--- src/rtl/atm_pkg.sv ---
// Shared definitions for the PIN keypad front end: key codes, FSM state encoding
// and the shift-register command set.
package atm_pkg;

    localparam logic [3:0] KEY_MAX_DIGIT = 4'h9;
    localparam logic [3:0] KEY_CLR       = 4'hA;
    localparam logic [3:0] KEY_BS        = 4'hB;
    localparam logic [3:0] KEY_ENT       = 4'hC;
    localparam logic [3:0] KEY_CAN       = 4'hD;

    typedef enum logic [2:0] {
        S_IDLE      = 3'd0,
        S_COLLECT   = 3'd1,
        S_SUBMIT    = 3'd2,
        S_WAIT_RES  = 3'd3,
        S_DONE      = 3'd4,
        S_LOCKED    = 3'd5,
        S_IDLE_WAIT = 3'd6
    } state_t;

    typedef enum logic [1:0] {
        SR_NOP  = 2'd0,
        SR_PUSH = 2'd1,
        SR_POP  = 2'd2,
        SR_CLR  = 2'd3
    } sr_op_t;

    function automatic logic is_digit(input logic [3:0] code);
        return (code <= KEY_MAX_DIGIT);
    endfunction

endpackage

--- src/rtl/pin_shift_reg.sv ---
// Packed BCD digit store with digit count; executes one push/pop/clear command per cycle.
module pin_shift_reg
    import atm_pkg::*;
#(
    parameter int DIGITS    = 4,
    parameter int PSW_WIDTH = 16
) (
    input  logic                         clk,
    input  logic                         rst,
    input  sr_op_t                       op_i,
    input  logic [3:0]                   digit_i,
    output logic [PSW_WIDTH-1:0]         psw_o,
    output logic [$clog2(DIGITS+1)-1:0]  count_o
);

    localparam int CW = $clog2(DIGITS + 1);

    logic [PSW_WIDTH-1:0] psw_q, psw_d;
    logic [CW-1:0]        count_q, count_d;

    // Next-state decode of the stored word and count
    always_comb begin
        psw_d   = psw_q;
        count_d = count_q;
        case (op_i)
            SR_PUSH: begin
                psw_d   = {psw_q[PSW_WIDTH-5:0], digit_i};
                count_d = count_q + CW'(1);
            end
            SR_POP: begin
                psw_d   = psw_q >> 4;
                count_d = count_q - CW'(1);
            end
            SR_CLR: begin
                psw_d   = '0;
                count_d = '0;
            end
            default: begin
                psw_d   = psw_q;
                count_d = count_q;
            end
        endcase
    end

    // Word and count registers
    always_ff @(posedge clk) begin
        if (rst) begin
            psw_q   <= '0;
            count_q <= '0;
        end else begin
            psw_q   <= psw_d;
            count_q <= count_d;
        end
    end

    assign psw_o   = psw_q;
    assign count_o = count_q;

endmodule

--- src/rtl/pin_entry.sv ---
// Keypad PIN collector: packs digits, submits the word, tracks rejections and card lock.
// Optional inactivity timeout in COLLECT is enabled by defining PIN_ENTRY_TIMEOUT_EN.
module pin_entry
    import atm_pkg::*;
#(
    parameter int DIGITS      = 4,
    parameter int PSW_WIDTH   = 16,
    parameter int RETRY_MAX   = 3,
    parameter int TIMEOUT_CYC = 1000
) (
    input  logic                         clk,
    input  logic                         rst,
    input  logic                         card_present,
    input  logic                         key_valid,
    input  logic [3:0]                   key_code,
    input  logic                         psw_ok,
    input  logic                         psw_bad,
    output logic [PSW_WIDTH-1:0]         password_input,
    output logic                         psw_submit,
    output logic [$clog2(DIGITS+1)-1:0]  digit_count,
    output logic                         key_error,
    output logic [1:0]                   attempts,
    output logic                         card_lock,
    output logic                         busy
);

    localparam int            CW         = $clog2(DIGITS + 1);
    localparam logic [CW-1:0] CNT_FULL   = CW'(DIGITS);
    localparam logic [1:0]    RETRY_LAST = 2'(RETRY_MAX - 1);

    if (PSW_WIDTH != 4 * DIGITS) begin : g_bad_width
        $error("pin_entry: PSW_WIDTH must equal 4*DIGITS");
    end
    if (RETRY_MAX < 1 || RETRY_MAX > 3) begin : g_bad_retry
        $error("pin_entry: RETRY_MAX must fit the 2-bit attempts counter");
    end
    if (TIMEOUT_CYC < 1) begin : g_bad_timeout
        $error("pin_entry: TIMEOUT_CYC must be at least 1");
    end

    state_t     state_q, state_d;
    sr_op_t     sr_op_s;
    logic       key_error_q, key_error_d;
    logic       psw_submit_q, psw_submit_d;
    logic [1:0] attempts_q, attempts_d;
    logic       card_lock_q, card_lock_d;
    logic       busy_q, busy_d;
    logic       timeout_s;

    pin_shift_reg #(
        .DIGITS    (DIGITS),
        .PSW_WIDTH (PSW_WIDTH)
    ) u_shift (
        .clk     (clk),
        .rst     (rst),
        .op_i    (sr_op_s),
        .digit_i (key_code),
        .psw_o   (password_input),
        .count_o (digit_count)
    );

`ifdef PIN_ENTRY_TIMEOUT_EN
    localparam int            TW      = $clog2(TIMEOUT_CYC + 1);
    localparam logic [TW-1:0] TO_LAST = TW'(TIMEOUT_CYC - 1);

    logic [TW-1:0] timer_q, timer_d;

    assign timeout_s = (timer_q == TO_LAST);

    // Inactivity counter: restarts on any key or on entry to COLLECT, runs only in COLLECT
    always_comb begin
        if (key_valid) begin
            timer_d = '0;
        end else if (state_d == S_COLLECT && state_q != S_COLLECT) begin
            timer_d = '0;
        end else if (state_q == S_COLLECT && !timeout_s) begin
            timer_d = timer_q + TW'(1);
        end else begin
            timer_d = timer_q;
        end
    end

    // Inactivity counter register
    always_ff @(posedge clk) begin
        if (rst) begin
            timer_q <= '0;
        end else begin
            timer_q <= timer_d;
        end
    end
`else
    assign timeout_s = 1'b0;
`endif

    // FSM next-state and output decode; card removal outranks verdicts, verdicts outrank keys
    always_comb begin
        state_d      = state_q;
        sr_op_s      = SR_NOP;
        key_error_d  = 1'b0;
        psw_submit_d = 1'b0;
        attempts_d   = attempts_q;
        case (state_q)
            S_IDLE: begin
                if (card_present) begin
                    sr_op_s    = SR_CLR;
                    attempts_d = 2'd0;
                    state_d    = S_COLLECT;
                end else begin
                    state_d = S_IDLE;
                end
            end
            S_COLLECT: begin
                if (!card_present) begin
                    sr_op_s    = SR_CLR;
                    attempts_d = 2'd0;
                    state_d    = S_IDLE;
                end else if (key_valid) begin
                    if (is_digit(key_code)) begin
                        if (digit_count < CNT_FULL) begin
                            sr_op_s = SR_PUSH;
                        end else begin
                            key_error_d = 1'b1;
                        end
                    end else begin
                        case (key_code)
                            KEY_CLR: sr_op_s = SR_CLR;
                            KEY_BS: begin
                                if (digit_count != '0) begin
                                    sr_op_s = SR_POP;
                                end else begin
                                    key_error_d = 1'b1;
                                end
                            end
                            KEY_ENT: begin
                                if (digit_count == CNT_FULL) begin
                                    psw_submit_d = 1'b1;
                                    state_d      = S_SUBMIT;
                                end else begin
                                    key_error_d = 1'b1;
                                end
                            end
                            KEY_CAN: state_d = S_IDLE_WAIT;
                            default: key_error_d = 1'b1;
                        endcase
                    end
                end else if (timeout_s) begin
                    key_error_d = 1'b1;
                    sr_op_s     = SR_CLR;
                    state_d     = S_IDLE_WAIT;
                end else begin
                    state_d = S_COLLECT;
                end
            end
            S_SUBMIT: begin
                if (!card_present) begin
                    sr_op_s    = SR_CLR;
                    attempts_d = 2'd0;
                    state_d    = S_IDLE;
                end else begin
                    state_d = S_WAIT_RES;
                end
            end
            S_WAIT_RES: begin
                if (!card_present) begin
                    sr_op_s    = SR_CLR;
                    attempts_d = 2'd0;
                    state_d    = S_IDLE;
                end else if (psw_bad) begin
                    attempts_d = attempts_q + 2'd1;
                    if (attempts_q == RETRY_LAST) begin
                        state_d = S_LOCKED;
                    end else begin
                        sr_op_s = SR_CLR;
                        state_d = S_COLLECT;
                    end
                end else if (psw_ok) begin
                    attempts_d = 2'd0;
                    sr_op_s    = SR_CLR;
                    state_d    = S_DONE;
                end else if (key_valid) begin
                    key_error_d = 1'b1;
                end else begin
                    state_d = S_WAIT_RES;
                end
            end
            S_DONE: begin
                if (!card_present) begin
                    sr_op_s    = SR_CLR;
                    attempts_d = 2'd0;
                    state_d    = S_IDLE;
                end else begin
                    state_d = S_DONE;
                end
            end
            S_LOCKED: state_d = S_LOCKED;
            S_IDLE_WAIT: begin
                if (!card_present) begin
                    state_d = S_IDLE;
                end else begin
                    state_d = S_IDLE_WAIT;
                end
            end
            default: begin
                sr_op_s = SR_CLR;
                state_d = S_IDLE;
            end
        endcase
        busy_d      = (state_d == S_WAIT_RES);
        card_lock_d = (state_d == S_LOCKED);
    end

    // FSM state and registered status outputs
    always_ff @(posedge clk) begin
        if (rst) begin
            state_q      <= S_IDLE;
            key_error_q  <= 1'b0;
            psw_submit_q <= 1'b0;
            attempts_q   <= 2'd0;
            card_lock_q  <= 1'b0;
            busy_q       <= 1'b0;
        end else begin
            state_q      <= state_d;
            key_error_q  <= key_error_d;
            psw_submit_q <= psw_submit_d;
            attempts_q   <= attempts_d;
            card_lock_q  <= card_lock_d;
            busy_q       <= busy_d;
        end
    end

    assign key_error  = key_error_q;
    assign psw_submit = psw_submit_q;
    assign attempts   = attempts_q;
    assign card_lock  = card_lock_q;
    assign busy       = busy_q;

endmodule

--- config.mk ---
export PLATFORM = sky130hd
export DESIGN_NAME = pin_entry
export DESIGN_NICKNAME = d
export VERILOG_FILES = /design/src/rtl/atm_pkg.sv /design/src/rtl/pin_shift_reg.sv /design/src/rtl/pin_entry.sv
export SDC_FILE = /design/constraint.sdc
export NUM_CORES = 1
export LEC_CHECK = 0
export BUFFER_PORTS_ARGS = -buffer_cell sky130_fd_sc_hd__buf_2
export CAP_MARGIN = 20
export CORE_MARGIN = 2
export CORE_UTILIZATION = 53
export CTS_CLUSTER_DIAMETER = 150
export DETAILED_ROUTE_END_ITERATION = 10
export PLACE_DENSITY = 0.78
export SLEW_MARGIN = 25
export SYNTH_ARGS = -nofsm -noshare
export SYNTH_HDL_FRONTEND = slang
export SYNTH_HIERARCHICAL = 1
export SYNTH_SLANG_ARGS = --single-unit
--- constraint.sdc ---
create_clock -name clk -period 3.21 [get_ports clk]
set_input_delay 0.8025 -clock clk [delete_from_list [all_inputs] [get_ports clk]]
set_output_delay 0.8025 -clock clk [all_outputs]
set_load 0.01 [all_outputs]
# Word-level counts from Yosys, hierarchy flattened
# Index checks and enable logic that the tools add are counted.
# Widths: inputs -> output; s select.
# totals
romBits,0
reg_bits,28
input_bits,10
wordCells,96
mem_count,0
ram_bits,0
latchBits,0
out_inout_bits,25
# classes
add_sub_neg,3
shift,0
mul,0
n_reduce_logical,10
eq_ne,20
n_lt_le_gt_ge,2
n_mux,49
bitwise,4
div_mod_pow,0
# op_table
operator,n
$pmux 16 s3,1
$mux 3,11
$mux 2,16
$pmux 3 s7,1
$eq 4x4->1 const B,4
$eq 3x3->1 const B,5
$mux 1,13
$pmux 2 s5,1
$eq 3x2->1 const B,3
$pmux 3 s3,1
$reduce_bool 3->1,3
$eq 2x2->1 const B,3
$pmux 2 s3,1
$pmux 3 s2,1
$reduce_or 2->1,3
$reduce_or 6->1,1
$le 4x4->1 const B,1
$ne 2x2->1 const B,2
$ne 4x4->1 const B,1
$not 1->1,4
$pmux 2 s2,1
$reduce_and 4->1,1
$add 3x1->3 const B,1
$eq 3x1->1 const B,1
other kinds (8),8

# Depth between registers and ports, before layout
# Gate-level depths: netlist of the first run.
# logic_depth
ltp_word,9
ltp_mapped,13
mapped_depth_nobuf,12

# Modules after synthesis
# The synthesis of the first run kept the hierarchy.
# modules_own_cells
mod,cells_each,instances,area_each_um2
pin_shift_reg,88,1,873.3
pin_entry,90,1,710.7

# Worst setup path before layout of the first run
# No wires, ideal clock.
# synth_timing
path_type,input port to flip-flop
from,input port key_code[0]
to,register u_shift.count_q[1] (netlist: u_shift/count_o[1])
cell_stages,11
setup_ps,128
slack_ps,431
arrival_time_ps,2651
required_ps,3082
cell_sequence,or4b_1 -> nand3_1 -> or4_1 -> nand3_1 -> buf_6 -> and2b_1 -> xor2_1 -> ha_1 -> mux2i_1 -> a2bb2oi_1 -> nor2_1
# synth_between
elab_chain_len,8
# synth_rtl
element,line,source
"start, declared",pin_entry.sv:15,"input logic [3:0] key_code,"
$eq 4x4->1,pin_entry.sv:125,case (key_code)
$pmux 2 s2,pin_entry.sv:125,
$mux 2 *,pin_entry.sv:118,if (is_digit(key_code)) begin
$mux 2 *,pin_entry.sv:117,end else if (key_valid) begin
$mux 2 *,pin_entry.sv:113,if (!card_present) begin
$pmux 2 s5 *,pin_entry.sv:102,case (state_q)
net sr_op_s[1],pin_entry.sv:42,sr_op_t sr_op_s;
$eq 2x2->1 or $eq 2x1->1 (tied branches),pin_shift_reg.sv:25,case (op_i)
$pmux 3 s3 or $reduce_bool 3->1 (tied branches),--,
"end signal, assigned",pin_shift_reg.sv:52,count_q <= count_d;
"end, declared",pin_shift_reg.sv:19,"logic [CW-1:0] count_q, count_d;"
# Mark *: on every way through the listed nets, which the timed path passes. The rest lies on a longest branch.
# A chain may end at the register's enable or synchronous reset.

# Worst setup path after layout of the first run
# layout_timing
from,register state_q[0]
to,register u_shift.count_q[2] (netlist: u_shift/count_o[2])
# layout_between
elab_chain_len,5
# layout_rtl
element,line,source
"start, declared",pin_entry.sv:41,"state_t state_q, state_d;"
"start signal, assigned",pin_entry.sv:222,state_q <= state_d;
$eq 3x3->1 or $eq 3x2->1 (tied branches),pin_entry.sv:102,
$reduce_or 2->1 (no source line),--,
$pmux 2 s5 *,pin_entry.sv:102,
net sr_op_s[1],pin_entry.sv:42,
$eq 2x2->1 or $eq 2x1->1 (tied branches),pin_shift_reg.sv:25,
$pmux 3 s3 or $reduce_bool 3->1 (tied branches),--,
# Marks and branches as above.

==> results.json, run 1 <==
{
  "synth_area_per_cell_sq_um": 8.90,
  "fin_crit_ns": 2.75,
  "max_stage_delay_ns": 0.64,
  "dp.cells": 233,
  "drt_wl_total_um": 3400,
  "clk_pin_slew_ns": 0.14,
  "gp_congestion": 0.839,
  "p_leak_nw": 0.777,
  "internal_power_mw": 0.470,
  "drv_slew": 0,
  "layout_common_cells": "buf_2 (34), dfxtp_1 (28), mux2i_1 (17)",
  "use_met2": 0.369,
  "run_status": "complete, but fails checks",
  "nets": 219,
  "comb_power_share": 0.228,
  "hp-start": "attempts[1]$_SDFFE_PP0P_",
  "overflow": 0,
  "worstPathArrival_ns": 2.95,
  "fin_cells": 236,
  "met1_usage": 0.250,
  "fmax_mhz": 364,
  "ys_types": 52,
  "end_kind": "flop",
  "p_sw_mw": 0.196,
  "grt_pass1_vias": 1290,
  "die_h_um": 58.7,
  "antenna_found_initial": 0,
  "synthCells": 178,
  "failed_checks": "DRC",
  "crit_chain": "and2b_2 -> nand2_1 -> or4_1 -> nand3_1 -> and2b_1 -> xor2_1 -> ha_1 -> nor2_1 -> a221oi_1 -> nor3_1",
  "ys_warn_count": 6,
  "design_area_sq_um": 1750,
  "cts_root_buffer": "clkbuf_4",
  "slew_headroom": 0.586,
  "critPathKind": "reg2reg",
  "insertion_delay_ns": 0.31,
  "worstReg2RegStart": "state_q[0]$_SDFF_PP0_",
  "vias": 1431,
  "synthArstFlopShare": 0,
  "worst_path_max_delay_cell": "dfxtp_1",
  "wl_per_cell_um": 14.4,
  "hold_buffers": 0,
  "synth_area_sq_um": 1580,
  "finalSetupViolations": 0,
  "dieArea_sq_um": 3440,
  "use_met3": 0.0220,
  "h-tree-depth": 1,
  "startpoint": "state_q[0]$_SDFF_PP0_",
  "start_kind": "flop",
  "post-route-period-util": 0.856,
  "antenna_cells": 0,
  "clock_sinks": 28,
  "ios": 35,
  "grtUsageTotal": 0.204,
  "crit_family": "simple AND/OR/NAND/NOR gates",
  "syn-num-nets": 190,
  "final_common_cell": "buf_2",
  "fin_util": 0.625,
  "antenna_left": 0,
  "finalHoldViolCount": 0,
  "fillers": 261,
  "grt_start_max_net_pins": 26,
  "hold_path_class": "reg2reg",
  "cap_viol_max_count": 0,
  "cts_resized": 0,
  "worstPathRequired_ns": 3.41,
  "core-area_sq_um": 2810,
  "ys_ff_latch": 28,
  "clock_path_buffers": 2,
  "power_density_nw_per_um2": 380,
  "skew_ns": 0.00160,
  "layout-drive-gt1-share": 0.234,
  "peakVddDrop_mv": 0.252,
  "switching_share": 0.294,
  "dpl-instance-area_sq_um": 1730,
  "hpwl_um": 2360,
  "cts_tree": "done",
  "fin_tns_setup_ns": 0,
  "critPathBufInv": 0,
  "drc": 3,
  "synth_edf_count": 0,
  "power_frac_clock": 0.207,
  "area_growth_pct": 10.7,
  "grt_pass1_wl_um": 5600,
  "rsz0062_at_grt": "false",
  "viasPerCell": 6.06,
  "synth-seq-area-share": 0.354,
  "path_max_fanout": 17,
  "seq_power_share": 0.565,
  "row_count": 19,
  "die_w_um": 58.7,
  "worstMarginPinSlew_ns": 0.620,
  "port_buffers": 34,
  "post_cts_buffers": 0,
  "busiest_layer": "met2",
  "drt-pass1-iter-count": 7,
  "cts_buffers": 3,
  "synthFlopType": "dfxtp_1",
  "drt_iter0_drc": 132,
  "initial_core_util": 0.565
}
==> synthesized netlist by cell type, drive strengths merged, types with 2 or more instances <==
cell | number | share of area
inv | 4 | 0.0095
o211ai | 2 | 0.0095
buf | 10 | 0.043
dfxtp | 28 | 0.35
and3 | 2 | 0.0079
o21ai | 7 | 0.022
or3b | 2 | 0.011
o21a | 2 | 0.0095
or2 | 5 | 0.020
nor2b | 3 | 0.012
a2bb2oi | 9 | 0.050
nor3 | 11 | 0.035
nand2 | 7 | 0.017
a21oi | 12 | 0.038
ha | 2 | 0.016
nor2 | 16 | 0.038
clkbuf | 2 | 0.0055
nand3b | 2 | 0.0095
nor3b | 2 | 0.016
and2 | 2 | 0.0079
and2b | 4 | 0.021
mux2i | 17 | 0.11
a31oi | 3 | 0.012
nand3 | 3 | 0.0095
==> registers in the layout (all words and copies together), names as in the netlist <==
| signal | flops |
|---|---|
| card_lock | 1 |
| u_shift/count_o | 3 |
| attempts | 2 |
| state_q | 3 |
| psw_submit | 1 |
| key_error | 1 |
| busy | 1 |
| u_shift/psw_o | 16 |
==> path summary, 6_finish.rpt <==
| check | cells after the start | end | slack (ns) |
|---|---|---|---|
| max | 10 | u_shift/count_o[2]$_SDFFE_PP0P_ | 0.46 |
| min | 1 | attempts[1]$_SDFFE_PP0P_ | 0.54 |
| max reg2reg | 10 | u_shift/count_o[2]$_SDFFE_PP0P_ | 0.46 |
| min reg2reg | 1 | attempts[1]$_SDFFE_PP0P_ | 0.54 |
==> metrics by stage <==
step | setup WS (ns) | hold WS [ns] | power [mW]
CTS | 0.493 | 0.543 | 0.672
global placement | 0.309 | 0.487 | 0.526
global route | 0.228 | 0.566 | 0.701
floorplan | 0.431 | 0.542 | 0.494
detailed placement | 0.215 | 0.502 | 0.534
finish | 0.462 | 0.535 | 0.666
==> final cells by class <==
cell class | instances | area (sq um) | area share
multi-input combinational | 134 | 932 | 0.531
inverter | 4 | 15.0 | 0.00856
timing repair buffer | 36 | 185 | 0.106
tap | 31 | 38.8 | 0.0221
clock buffer | 3 | 22.5 | 0.0128
sequential | 28 | 561 | 0.320
==> power by group through the flow <==
| stage | registers, mW | logic (mW) | clock network (mW) |
|---|---|---|---|
| 3_5_place_dp | 0.384 | 0.151 | 0 |
| 6_report | 0.376 | 0.152 | 0.138 |
| 4_1_cts | 0.376 | 0.151 | 0.145 |
| 2_1_floorplan | 0.383 | 0.111 | 0 |
| 5_1_grt | 0.379 | 0.166 | 0.156 |
| 3_3_place_gp | 0.383 | 0.143 | 0 |
==> per-layer routing <==
layer,share of wire,up-vias
met4,0.0047,0
li1,-,716
met3,0.042,2
met5,0,-
met1,0.45,679
met2,0.50,34
==> cell families (layout without fill, tap and decap cells) <==
| family | after synthesis | after routing | share of synthesized area |
|---|---|---|---|
| compound gates | 46 | 46 | 0.206 |
| xor+xnor | 2 | 2 | 0.0111 |
| fa+ha+maj | 2 | 2 | 0.0158 |
| buf+inv | 16 | 43 | 0.0577 |
| flops | 28 | 28 | 0.354 |
| mux | 18 | 18 | 0.115 |
| simple gates | 66 | 66 | 0.241 |
Power figures use the tool's default switching activity.
==> inputs of run 2 (changes only) <==
--- a/config.mk
+++ b/config.mk
@@ -6,12 +6,13 @@
 export NUM_CORES = 1
 export LEC_CHECK = 0
 export BUFFER_PORTS_ARGS = -buffer_cell sky130_fd_sc_hd__buf_2
-export CAP_MARGIN = 20
+export CELL_PAD_IN_SITES_DETAIL_PLACEMENT = 0
+export CELL_PAD_IN_SITES_GLOBAL_PLACEMENT = 2
 export CORE_MARGIN = 2
-export CORE_UTILIZATION = 53
+export CORE_UTILIZATION = 32
 export CTS_CLUSTER_DIAMETER = 150
 export DETAILED_ROUTE_END_ITERATION = 10
-export PLACE_DENSITY = 0.78
+export PLACE_DENSITY_LB_ADDON = 0.1
 export SLEW_MARGIN = 25
 export SYNTH_ARGS = -nofsm -noshare
 export SYNTH_HDL_FRONTEND = slang
==> run 2 against run 1 <==
The run now ends clean; first-iteration DRC count down 65%; global-route usage fell by 5.4 points; cell area rose by 5.8%; fmax grew 1.2%; critical path depth increased by 1; critical path type is now in2reg; largest power group unchanged.
==> results.json, run 2 (synthesized netlist as in run 1, its figures left out) <==
{
  "skew_ns": 0.00780,
  "crit_chain": "buf_2 -> and2b_1 -> o31a_1 -> o21ai_0 -> o21ai_1 -> and2b_1 -> xor2_1 -> ha_1 -> nor2_1 -> a221oi_1 -> nor3_1",
  "fmax_mhz": 368,
  "drt_wl_total_um": 3970,
  "initial_core_util": 0.333,
  "post-route-period-util": 0.846,
  "peakVddDrop_mv": 0.167,
  "drc": 0,
  "worstMarginPinSlew_ns": 0.661,
  "finalSetupViolations": 0,
  "wl_per_cell_um": 14.5,
  "antenna_left": 0,
  "critPathBufInv": 1,
  "worstPathArrival_ns": 2.86,
  "fin_util": 0.390,
  "drt_iter0_drc": 46,
  "grt_start_max_net_pins": 26,
  "gp_congestion": 0.803,
  "power_density_nw_per_um2": 436,
  "fin_crit_ns": 2.72,
  "largest_register_ffs": 16,
  "nets": 220,
  "cts_buffers": 3,
  "p_leak_nw": 0.804,
  "layout-drive-gt1-share": 0.242,
  "die_w_um": 74.4,
  "fin_cells": 274,
  "antenna_found_initial": 0,
  "ios": 35,
  "worst_path_max_delay_cell": "and2b_1",
  "dpl-instance-area_sq_um": 1780,
  "clock_path_buffers": 2,
  "core-area_sq_um": 4750,
  "dieArea_sq_um": 5530,
  "end_kind": "flop",
  "port_buffers": 34,
  "dp.cells": 270,
  "cts_root_buffer": "clkbuf_8",
  "crit_family": "compound AO/OA/AOI/OAI gates",
  "final_common_cell": "buf_2",
  "fin_tns_setup_ns": 0,
  "cap_viol_max_count": 0,
  "row_count": 25,
  "slew_headroom": 0.559,
  "cts_resized": 0,
  "critPathKind": "in2reg",
  "post_cts_buffers": 0,
  "hpwl_um": 2760,
  "clk_pin_slew_ns": 0.09,
  "holdWs_ns": 0.531,
  "rsz0062_at_grt": "false",
  "worstPathRequired_ns": 3.36,
  "max_stage_delay_ns": 0.28,
  "h-tree-depth": 1,
  "grt_pass1_vias": 1314,
  "insertion_delay_ns": 0.28,
  "antenna_cells": 0,
  "use_met3": 0.0257,
  "use_met2": 0.260,
  "grt_pass1_wl_um": 6470,
  "die_h_um": 74.4,
  "cts_tree": "done",
  "hold_buffers": 0,
  "start_kind": "input pin",
  "design_area_sq_um": 1860,
  "layout_common_cells": "buf_2 (34), dfxtp_1 (28), mux2i_1 (17)",
  "area_growth_pct": 17.1,
  "clock_sinks": 28,
  "vias": 1446,
  "cpMostUsedCell": "and2b_1",
  "finalHoldViolCount": 0,
  "run_status": "completed",
  "fillers": 517,
  "viasPerCell": 5.28,
  "drt-pass1-iter-count": 4,
  "overflow": 0,
  "busiest_layer": "met2",
  "path_max_fanout": 7,
  "hold_path_class": "reg2reg",
  "grtUsageTotal": 0.150,
  "drv_slew": 0,
  "met1_usage": 0.191
}
## run 2: changes by cell type in the layout (fill, tap and decap cells not counted), sizes merged
cell	delta
bufinv	+1
buf	+1
## run 2: path summary, 6_finish.rpt
path	startpoint	end	slack (ns)	cells after the start
max	psw_bad	u_shift/count_o[2]$_SDFFE_PP0P_	0.49	11
min reg2reg	attempts[1]$_SDFFE_PP0P_	attempts[1]$_SDFFE_PP0P_	0.53	1
max reg2reg	state_q[1]$_SDFF_PP0_	u_shift/count_o[2]$_SDFFE_PP0P_	0.68	10
min	attempts[1]$_SDFFE_PP0P_	attempts[1]$_SDFFE_PP0P_	0.53	1
## run 2: layout make-up
class                   count  area [sq um]  area share
multi-input cells         134           932       0.502
flip-flops and latches     28           561       0.302
repair buffers             37           193       0.104
well taps                  67          83.8      0.0452
clock buffers               3          41.3      0.0223
clock inverters             1          30.0      0.0162
inverters                   4          15.0     0.00809
## run 2: report_power, final
part	leakage, nW	switching (mW)	internal (mW)
registers	0.227	0.0150	0.358
logic	0.542	0.0878	0.0684
clock network	0.0357	0.113	0.167
total	0.804	0.216	0.594
## run 2: per-stage QoR
| stage | setup slack, ns | total power [mW] |
|---|---|---|
| floorplan | 0.431 | 0.494 |
| CTS | 0.527 | 0.820 |
| finish | 0.493 | 0.810 |
| global route | 0.264 | 0.853 |
| global placement | 0.259 | 0.535 |
| detailed placement | 0.236 | 0.538 |
## run 2: worst reg2reg max path, cell delays in order (launching register included)
cell and delay [ns]:
dfxtp_1 0.44, and2b_2 0.34, nand2_1 0.08, or4_1 0.40, nand3_1 0.11, and2b_1 0.20, xor2_1 0.20, ha_1 0.22
nor2_1 0.07, a221oi_1 0.25, nor3_1 0.08
## run 2: per-layer routing
| metal | vias to the layer above | wire (um) |
|---|---|---|
| li1 | 716 | - |
| met1 | 697 | 1840 |
| met2 | 29 | 1910 |
| met3 | 4 | 174 |
| met4 | 0 | 44 |
| met5 | - | 0 |
